`src/rtl/regfile_wb_arbiter.sv`:
```
// Round-robin writeback arbiter (ALU, LD, FPU) driving a registered register-file write port.
// Optional pending-write scoreboard is built when REGFILE_WB_SCOREBOARD_EN is defined.
module regfile_wb_arbiter (
  input  logic        clk,
  input  logic        reset,
  input  logic        alu_valid,
  input  logic [4:0]  alu_addr,
  input  logic [31:0] alu_data,
  input  logic        ld_valid,
  input  logic [4:0]  ld_addr,
  input  logic [31:0] ld_data,
  input  logic        fpu_valid,
  input  logic [4:0]  fpu_addr,
  input  logic [31:0] fpu_data,
  output logic        alu_ready,
  output logic        ld_ready,
  output logic        fpu_ready,
  input  logic        issue_valid,
  input  logic        issue_float,
  input  logic [4:0]  issue_addr,
  input  logic        chk_float,
  input  logic [4:0]  chk_addr1,
  input  logic [4:0]  chk_addr2,
  output logic        busy1,
  output logic        busy2,
  output logic        RegWrite,
  output logic        FloatRegWrite,
  output logic [4:0]  write_addr,
  output logic [31:0] write_data,
  output logic [31:0] write_data_float
);

  typedef enum logic [1:0] {
    RR_ALU = 2'd0,
    RR_LD  = 2'd1,
    RR_FPU = 2'd2
  } rr_t;

  rr_t        rr_ptr;
  logic [2:0] grant;

  // Grant already includes valid, so a set grant bit is a completed handshake.
  always_comb begin
    grant = '0;
    case (rr_ptr)
      RR_LD: begin
        if (ld_valid)       grant = 3'b010;
        else if (fpu_valid) grant = 3'b100;
        else if (alu_valid) grant = 3'b001;
      end
      RR_FPU: begin
        if (fpu_valid)      grant = 3'b100;
        else if (alu_valid) grant = 3'b001;
        else if (ld_valid)  grant = 3'b010;
      end
      default: begin
        if (alu_valid)      grant = 3'b001;
        else if (ld_valid)  grant = 3'b010;
        else if (fpu_valid) grant = 3'b100;
      end
    endcase
    if (reset) grant = '0;
  end

  assign alu_ready = grant[0];
  assign ld_ready  = grant[1];
  assign fpu_ready = grant[2];

  always_ff @(posedge clk or posedge reset) begin
    if (reset) begin
      rr_ptr           <= RR_ALU;
      RegWrite         <= 1'b0;
      FloatRegWrite    <= 1'b0;
      write_addr       <= '0;
      write_data       <= '0;
      write_data_float <= '0;
    end else begin
      RegWrite      <= 1'b0;
      FloatRegWrite <= 1'b0;
      if (grant[0]) begin
        rr_ptr           <= RR_LD;
        RegWrite         <= (alu_addr != 5'd0);
        write_addr       <= alu_addr;
        write_data       <= alu_data;
        write_data_float <= '0;
      end else if (grant[1]) begin
        rr_ptr           <= RR_FPU;
        RegWrite         <= (ld_addr != 5'd0);
        write_addr       <= ld_addr;
        write_data       <= ld_data;
        write_data_float <= '0;
      end else if (grant[2]) begin
        rr_ptr           <= RR_ALU;
        FloatRegWrite    <= 1'b1;
        write_addr       <= fpu_addr;
        write_data       <= '0;
        write_data_float <= fpu_data;
      end
    end
  end

`ifdef REGFILE_WB_SCOREBOARD_EN
  logic [31:0] pend_int;
  logic [31:0] pend_flt;

  // Clears are issued before sets so a same-edge issue to the same bit wins.
  always_ff @(posedge clk or posedge reset) begin
    if (reset) begin
      pend_int <= '0;
      pend_flt <= '0;
    end else begin
      if (RegWrite)      pend_int[write_addr] <= 1'b0;
      if (FloatRegWrite) pend_flt[write_addr] <= 1'b0;
      if (issue_valid) begin
        if (issue_float)               pend_flt[issue_addr] <= 1'b1;
        else if (issue_addr != 5'd0)   pend_int[issue_addr] <= 1'b1;
      end
    end
  end

  assign busy1 = chk_float ? pend_flt[chk_addr1] : pend_int[chk_addr1];
  assign busy2 = chk_float ? pend_flt[chk_addr2] : pend_int[chk_addr2];
`else
  logic unused_sb_inputs;
  assign unused_sb_inputs = ^{issue_valid, issue_float, issue_addr,
                              chk_float, chk_addr1, chk_addr2};
  assign busy1 = 1'b0;
  assign busy2 = 1'b0;
`endif

endmodule

```
`config.mk`:
```
export PLATFORM = sky130hd
export DESIGN_NAME = regfile_wb_arbiter
export DESIGN_NICKNAME = d
export VERILOG_FILES = /design/src/rtl/regfile_wb_arbiter.sv
export SDC_FILE = /design/constraint.sdc
export NUM_CORES = 1
export LEC_CHECK = 0
export CELL_PAD_IN_SITES_DETAIL_PLACEMENT = 2
export CELL_PAD_IN_SITES_GLOBAL_PLACEMENT = 2
export CORE_MARGIN = 2
export CORE_UTILIZATION = 20
export CTS_BUF_LIST = sky130_fd_sc_hd__clkbuf_4 sky130_fd_sc_hd__clkbuf_8
export DETAILED_ROUTE_END_ITERATION = 8
export GPL_ROUTABILITY_DRIVEN = 0
export PLACE_DENSITY_LB_ADDON = 0.1
export SLEW_MARGIN = 10
export SYNTH_ARGS = -nofsm -noshare
export SYNTH_HDL_FRONTEND = slang
export SYNTH_SLANG_ARGS = --single-unit
```
`constraint.sdc`:
```
create_clock -name clk -period 4 [get_ports clk]
set_clock_uncertainty 0.05 [all_clocks]
set_input_delay 0.4 -clock clk [delete_from_list [all_inputs] [get_ports clk]]
set_output_delay 0.4 -clock clk [all_outputs]
set_load 0.01 [all_outputs]
```
==> results_dict.tcl, run 1 <==
set metrics [dict create \
    status "finished, final reports clean" \
    worstPathRequired_ns 3.55 \
    relSlewSlack 0.315 \
    path_class "register to output pin" \
    fin_area_um2 5530 \
    core-area_um2 15900 \
    async_reset_ff_frac 1.00 \
    cp_top_family "buffers and inverters" \
    dieArea_um2 17400 \
    final_common_cell "clkdlybuf4s50_1" \
    synthFlopType "dfrtp_1" \
    clkLatencyLatePin_ns 0.35 \
    ios 210 \
    maxSlewViolCount 0 \
    placed_area_um2 5360 \
    synth_seq_cells 73 \
    p_leak_nw 2.15 \
    pre_cts_ws_ns 1.07 \
    period_needed_ns 2.84 \
    critPathSlowestCell "clkdlybuf4s50_1" \
    syn_avg_cell_area_um2 10.1 \
    via_count 3362 \
    yosysSeqAreaShare 0.557 \
    post-cts-setup-buffers 0 \
    cts_tree "yes" \
    synth_top_area_cell "dfrtp_1" \
    final_cell_mix "clkdlybuf4s50_1, dfrtp_1, nand3_1" \
    finalHoldViolCount 0 \
    ff_latch_area_um2 1830 \
    yosys_warnings 0 \
    numPortBuffers 189 \
    max_freq_mhz 352 \
    synth-simple-area-share 0.189 \
    via_per_inst 4.67 \
    synth_edf_count 0 \
    cts.path.max_buffers 2 \
    nNetsFinal 636 \
    drt_first_iter_violations 69 \
    worstPathMaxFanout 8 \
    fp.dieW_um 132 \
    drt_first_pass_iters 4 \
    rr_worst_depth 7 \
    postCtsResizedCells 0 \
    synth_mux_area_frac 0 \
    dpl.cell_count 705 \
    clkTransAtPathRegs_ns 0.08 \
    setup_violations 0 \
    end_kind "output pin" \
    ys_types 33 \
    track_usage 0.155 \
    cp-start-kind "register" \
    grt-ovfl-total 0 \
    fin_cells 720 \
    fin_tns_setup_ns 0 \
    rsz0062_at_grt "false" \
    post-route-period-util 0.711 \
    vdd_drop_max_v 0.000214 \
    routed_wl_um 13300 \
    ant_nets 0 \
    n_fill_cell 1759 \
    synth-compound-area-share 0.189 \
    max_cap_viol_count 0 \
    post_drt_wl_per_cell_um 18.5 \
    power_density_nw_per_um2 707 \
    area_delta_synth_final_pct 68.7 \
    antenna_cells 0 \
    post-route-drc-count 0 \
    cp_slowest_stage_delay_ns 0.51 \
    grt_max_degree 74 \
    holdPathStages 1 \
    die_h_um 132 \
    cp.buffers_inverters 3 \
    worst_slew_pin_slew_ns 1.03 \
    htree_num_levels 3 \
    synth_top_family_by_area "simple AND/OR/NAND/NOR gates" \
    crit_chain "inv_1 -> ha_1 -> nor2b_1 -> o311ai_4 -> inv_2 -> clkdlybuf4s50_1" \
    root_buffer "clkbuf_8" \
    synthAdderAreaFrac 0.00763 \
    dpl.hpwl_um 8980 \
    cts.sinks 73 \
    synth.top_cell.area_share 0.557 \
    start_util 0.206 \
    antenna_found_initial 0 \
    cts_hold_buf 0 \
    synth_area_leaders "dfrtp_1, a22o_1, nand3_1" \
    min_path_type "register to register" \
    multi_input_area_um2 1290 \
    setup_ws_ns 1.16 \
    cp.arrival_ns 2.39 \
    syn_area_um2 3280 \
    postSynthCellCount 325 \
    grt_pass1_wl_um 21200 \
    cts_inserted_buffers 9 \
    fp-row-count 46 \
    worstSetupPathDepth 6 \
    synth-xor-area-share 0 \
    drive_gt1_frac 0.0635 \
    grt_pass1_vias 3687 \
]
## Yosys cell counts, types with 3 or more instances
master    instances
a41oi_1           5
nor3_1           37
inv_1             4
nand2_1          38
nor2b_1           3
dfrtp_1          73
buf_1             3
a31oi_1          32
buf_2            15
nand3_1          42
clkbuf_1         13
a22o_1           32
## layer usage
metal,GRT usage,vias to the layer above,part of all wire
met5,0,-,0
met4,0.0501,0,0.014
met3,0.0538,13,0.084
met2,0.257,125,0.47
met1,0.189,1685,0.43
li1,-,1539,-
## worst paths after layout
path | startpoint | end | slack [ns]
worst max-delay path | rr_ptr[0] | ld_ready | 1.16
worst min-delay path | write_data_float[17] | write_data_float[17] | 0.46
worst max register to register | rr_ptr[0] | write_addr[3] | 1.39
worst min register to register | write_data_float[17] | write_data_float[17] | 0.46
max in group asynchronous | reset | write_data[6] | 2.42
min in group asynchronous | reset | write_data_float[21] | 0.83
## layout make-up
| class | instances | share of cell area |
|---|---|---|
| clock inverter | 5 | 0.00588 |
| inverter | 6 | 0.00430 |
| clock buffer | 10 | 0.0249 |
| multi-input combinational | 213 | 0.233 |
| tap | 216 | 0.0489 |
| sequential | 73 | 0.330 |
| timing repair buffer | 197 | 0.353 |
## logic make-up after synthesis
logic type | Yosys count
AO/OA/AOI/OAI | 79
other | 1
AND/OR/NAND/NOR | 130
flip-flops | 73
buffers and inverters | 40
adder cells (fa/ha/maj) | 2
## state kept, by name (all words and copies together), names as in the netlist
signal and cells:
write_addr 5, write_data 32, rr_ptr 2, write_data_float 32, FloatRegWrite 1, RegWrite 1
## power breakdown
group	switching, mW	internal (mW)
logic	0.991	1.09
registers	0.188	1.11
clock network	0.298	0.237
total	1.48	2.43
## stage by stage
stage / hold slack (ns) / utilization / power, mW
floorplan: 0.473 / - / 2.29
global placement: 0.438 / 0.336 / 3.39
detailed placement: 0.441 / 0.336 / 3.44
CTS: 0.464 / 0.347 / 4.00
global route: 0.480 / 0.347 / 4.23
finish: 0.456 / 0.347 / 3.91
Note: power is estimated with default switching activity, not from simulation.
==> inputs of run 2 (changes only) <==
CORE_UTILIZATION = 18   (was 20)
clock period = 2.3 ns   (was 4 ns; I/O delays follow)
==> results_dict.tcl, run 2 (synthesis gave the netlist of run 1 again) <==
set metrics [dict create \
    ant_nets 0 \
    fin_area_um2 5810 \
    top_usage_layer "met2" \
    crit_start "rr_ptr[0]" \
    area_delta_synth_final_pct 77.2 \
    reg2reg_slack_ns 0.15 \
    max_freq_mhz 451 \
    period_needed_ns 2.22 \
    vdd_drop_max_v 0.000385 \
    worstHoldStart "alu_data[15]" \
    ios 210 \
    via_count 3367 \
    grtUsageMet3 0.0418 \
    drt_first_pass_iters 4 \
    htree_num_levels 3 \
    status "finished, final reports clean" \
    utilization 0.324 \
    power_density_nw_per_um2 1280 \
    grt_pass1_vias 3763 \
    holdPathStages 3 \
    path_class "register to output pin" \
    r2r-start "rr_ptr[0]" \
    setup_violations 0 \
    p_leak_nw 2.28 \
    post-route-drc-count 0 \
    pre_cts_ws_ns 0.0663 \
    placed_area_um2 5530 \
    cp.arrival_ns 1.94 \
    dpl.hpwl_um 9410 \
    grt-ovfl-total 0 \
    fin_tns_setup_ns 0 \
    final_cell_mix "clkdlybuf4s50_1, dfrtp_1, nand3_1" \
    clkLatencyLatePin_ns 0.35 \
    track_usage 0.145 \
    maxSlewViolCount 0 \
    drive_gt1_frac 0.0913 \
    start_util 0.183 \
    clkTransAtPathRegs_ns 0.09 \
    min_path_type "primary input to register" \
    rr_worst_depth 8 \
    whs_ns 0.382 \
    max_cap_viol_count 0 \
    routed_wl_um 13800 \
    reg_top3 "write_data x32, write_data_float x32, write_addr x5" \
    relSlewSlack 0.296 \
    cp_top_family "buffers and inverters" \
    cts_hold_buf 0 \
    grt_max_degree 74 \
    setup_ws_ns 0.0843 \
    cts.sinks 73 \
    cts.path.max_buffers 2 \
    via_per_inst 4.53 \
    cp_slowest_stage_delay_ns 0.39 \
    finalHoldViolCount 0 \
    root_buffer "clkbuf_8" \
    worstPathMaxFanout 6 \
    numPortBuffers 189 \
    hold_end "write_data[15]" \
    use_met1 0.195 \
    nNetsFinal 646 \
    cts_tree "yes" \
    final_common_cell "clkdlybuf4s50_1" \
    worst_slew_pin_slew_ns 1.06 \
    use_met2 0.224 \
    cp-start-kind "register" \
    cts_inserted_buffers 9 \
    worstPathRequired_ns 2.02 \
    crit_chain "inv_1 -> ha_4 -> nor2b_2 -> o311ai_4 -> inv_2 -> dlygate4sd2_1" \
    core-area_um2 17900 \
    dieArea_um2 19300 \
    grt_pass1_wl_um 21900 \
    post-route-period-util 0.963 \
    worstSetupPathDepth 6 \
    drt_first_iter_violations 83 \
    fp-row-count 49 \
    cp.buffers_inverters 3 \
    antenna_cells 0 \
    r2r_end "write_data_float[15]" \
    end_kind "output pin" \
    post_drt_wl_per_cell_um 18.6 \
    fp.dieW_um 139 \
    die_h_um 139 \
    antenna_found_initial 0 \
    critPathSlowestCell "dfrtp_1" \
]
-- run 2: changes by cell type in the layout (fill, tap and decap cells not counted), sizes merged, moves of 2 or more --
cell           before  now
dlygate4sd2         0    3
clkinvlp            3    1
clkdlybuf4s50     189  186
buf                 8   18
bufinv              0    3
inv                 5    7
-- run 2: how the worst max path moves through the flow --
stage	end
finish	ld_ready
global route	ld_ready
CTS	ld_ready
detailed placement	write_data[18]
global placement	ld_ready
floorplan	write_data[0]
-- run 2: layout make-up --
| type | instances | area, um2 |
|---|---|---|
| clock buffer | 9 | 124 |
| clock inverter | 7 | 125 |
| fill | 1941 | 12100 |
| inverter | 6 | 26.3 |
| multi-input combinational | 213 | 1310 |
| sequential | 73 | 1830 |
| tap | 229 | 287 |
| timing repair buffer | 207 | 2110 |
-- run 2: tightest hold or removal path, cell delays in order --
cell and delay (ns):
clkdlybuf4s50_1 0.40, nand2_1 0.06, a31oi_1 0.07
-- run 2: through the flow --
stage                     power, mW  std cells
after detailed placement       6.21        726
final                          7.42        744
after global placement         6.10        726
after global routing           8.00        744
after CTS                      7.59        742
after floorplan                4.01        326
-- run 2: report_power, final --
| group | switching (mW) | total (mW) | internal [mW] | leakage [nW] |
|---|---|---|---|---|
| registers | 0.335 | 2.26 | 1.92 | 0.920 |
| logic | 1.79 | 3.87 | 2.08 | 1.24 |
| clock network | 0.562 | 1.29 | 0.733 | 0.124 |
-- run 2: repair_timing --
action,4_1_cts,5_1_grt
gates resized for setup,7,0
buffers inserted,0,2
gates cloned,0,0
setup endpoints to repair,3,1
-- run 2: metal layers --
layer,up-vias,part of all wire
li1,1561,-
met1,1655,0.47
met2,139,0.45
met3,12,0.072
met4,0,0.012
met5,-,0
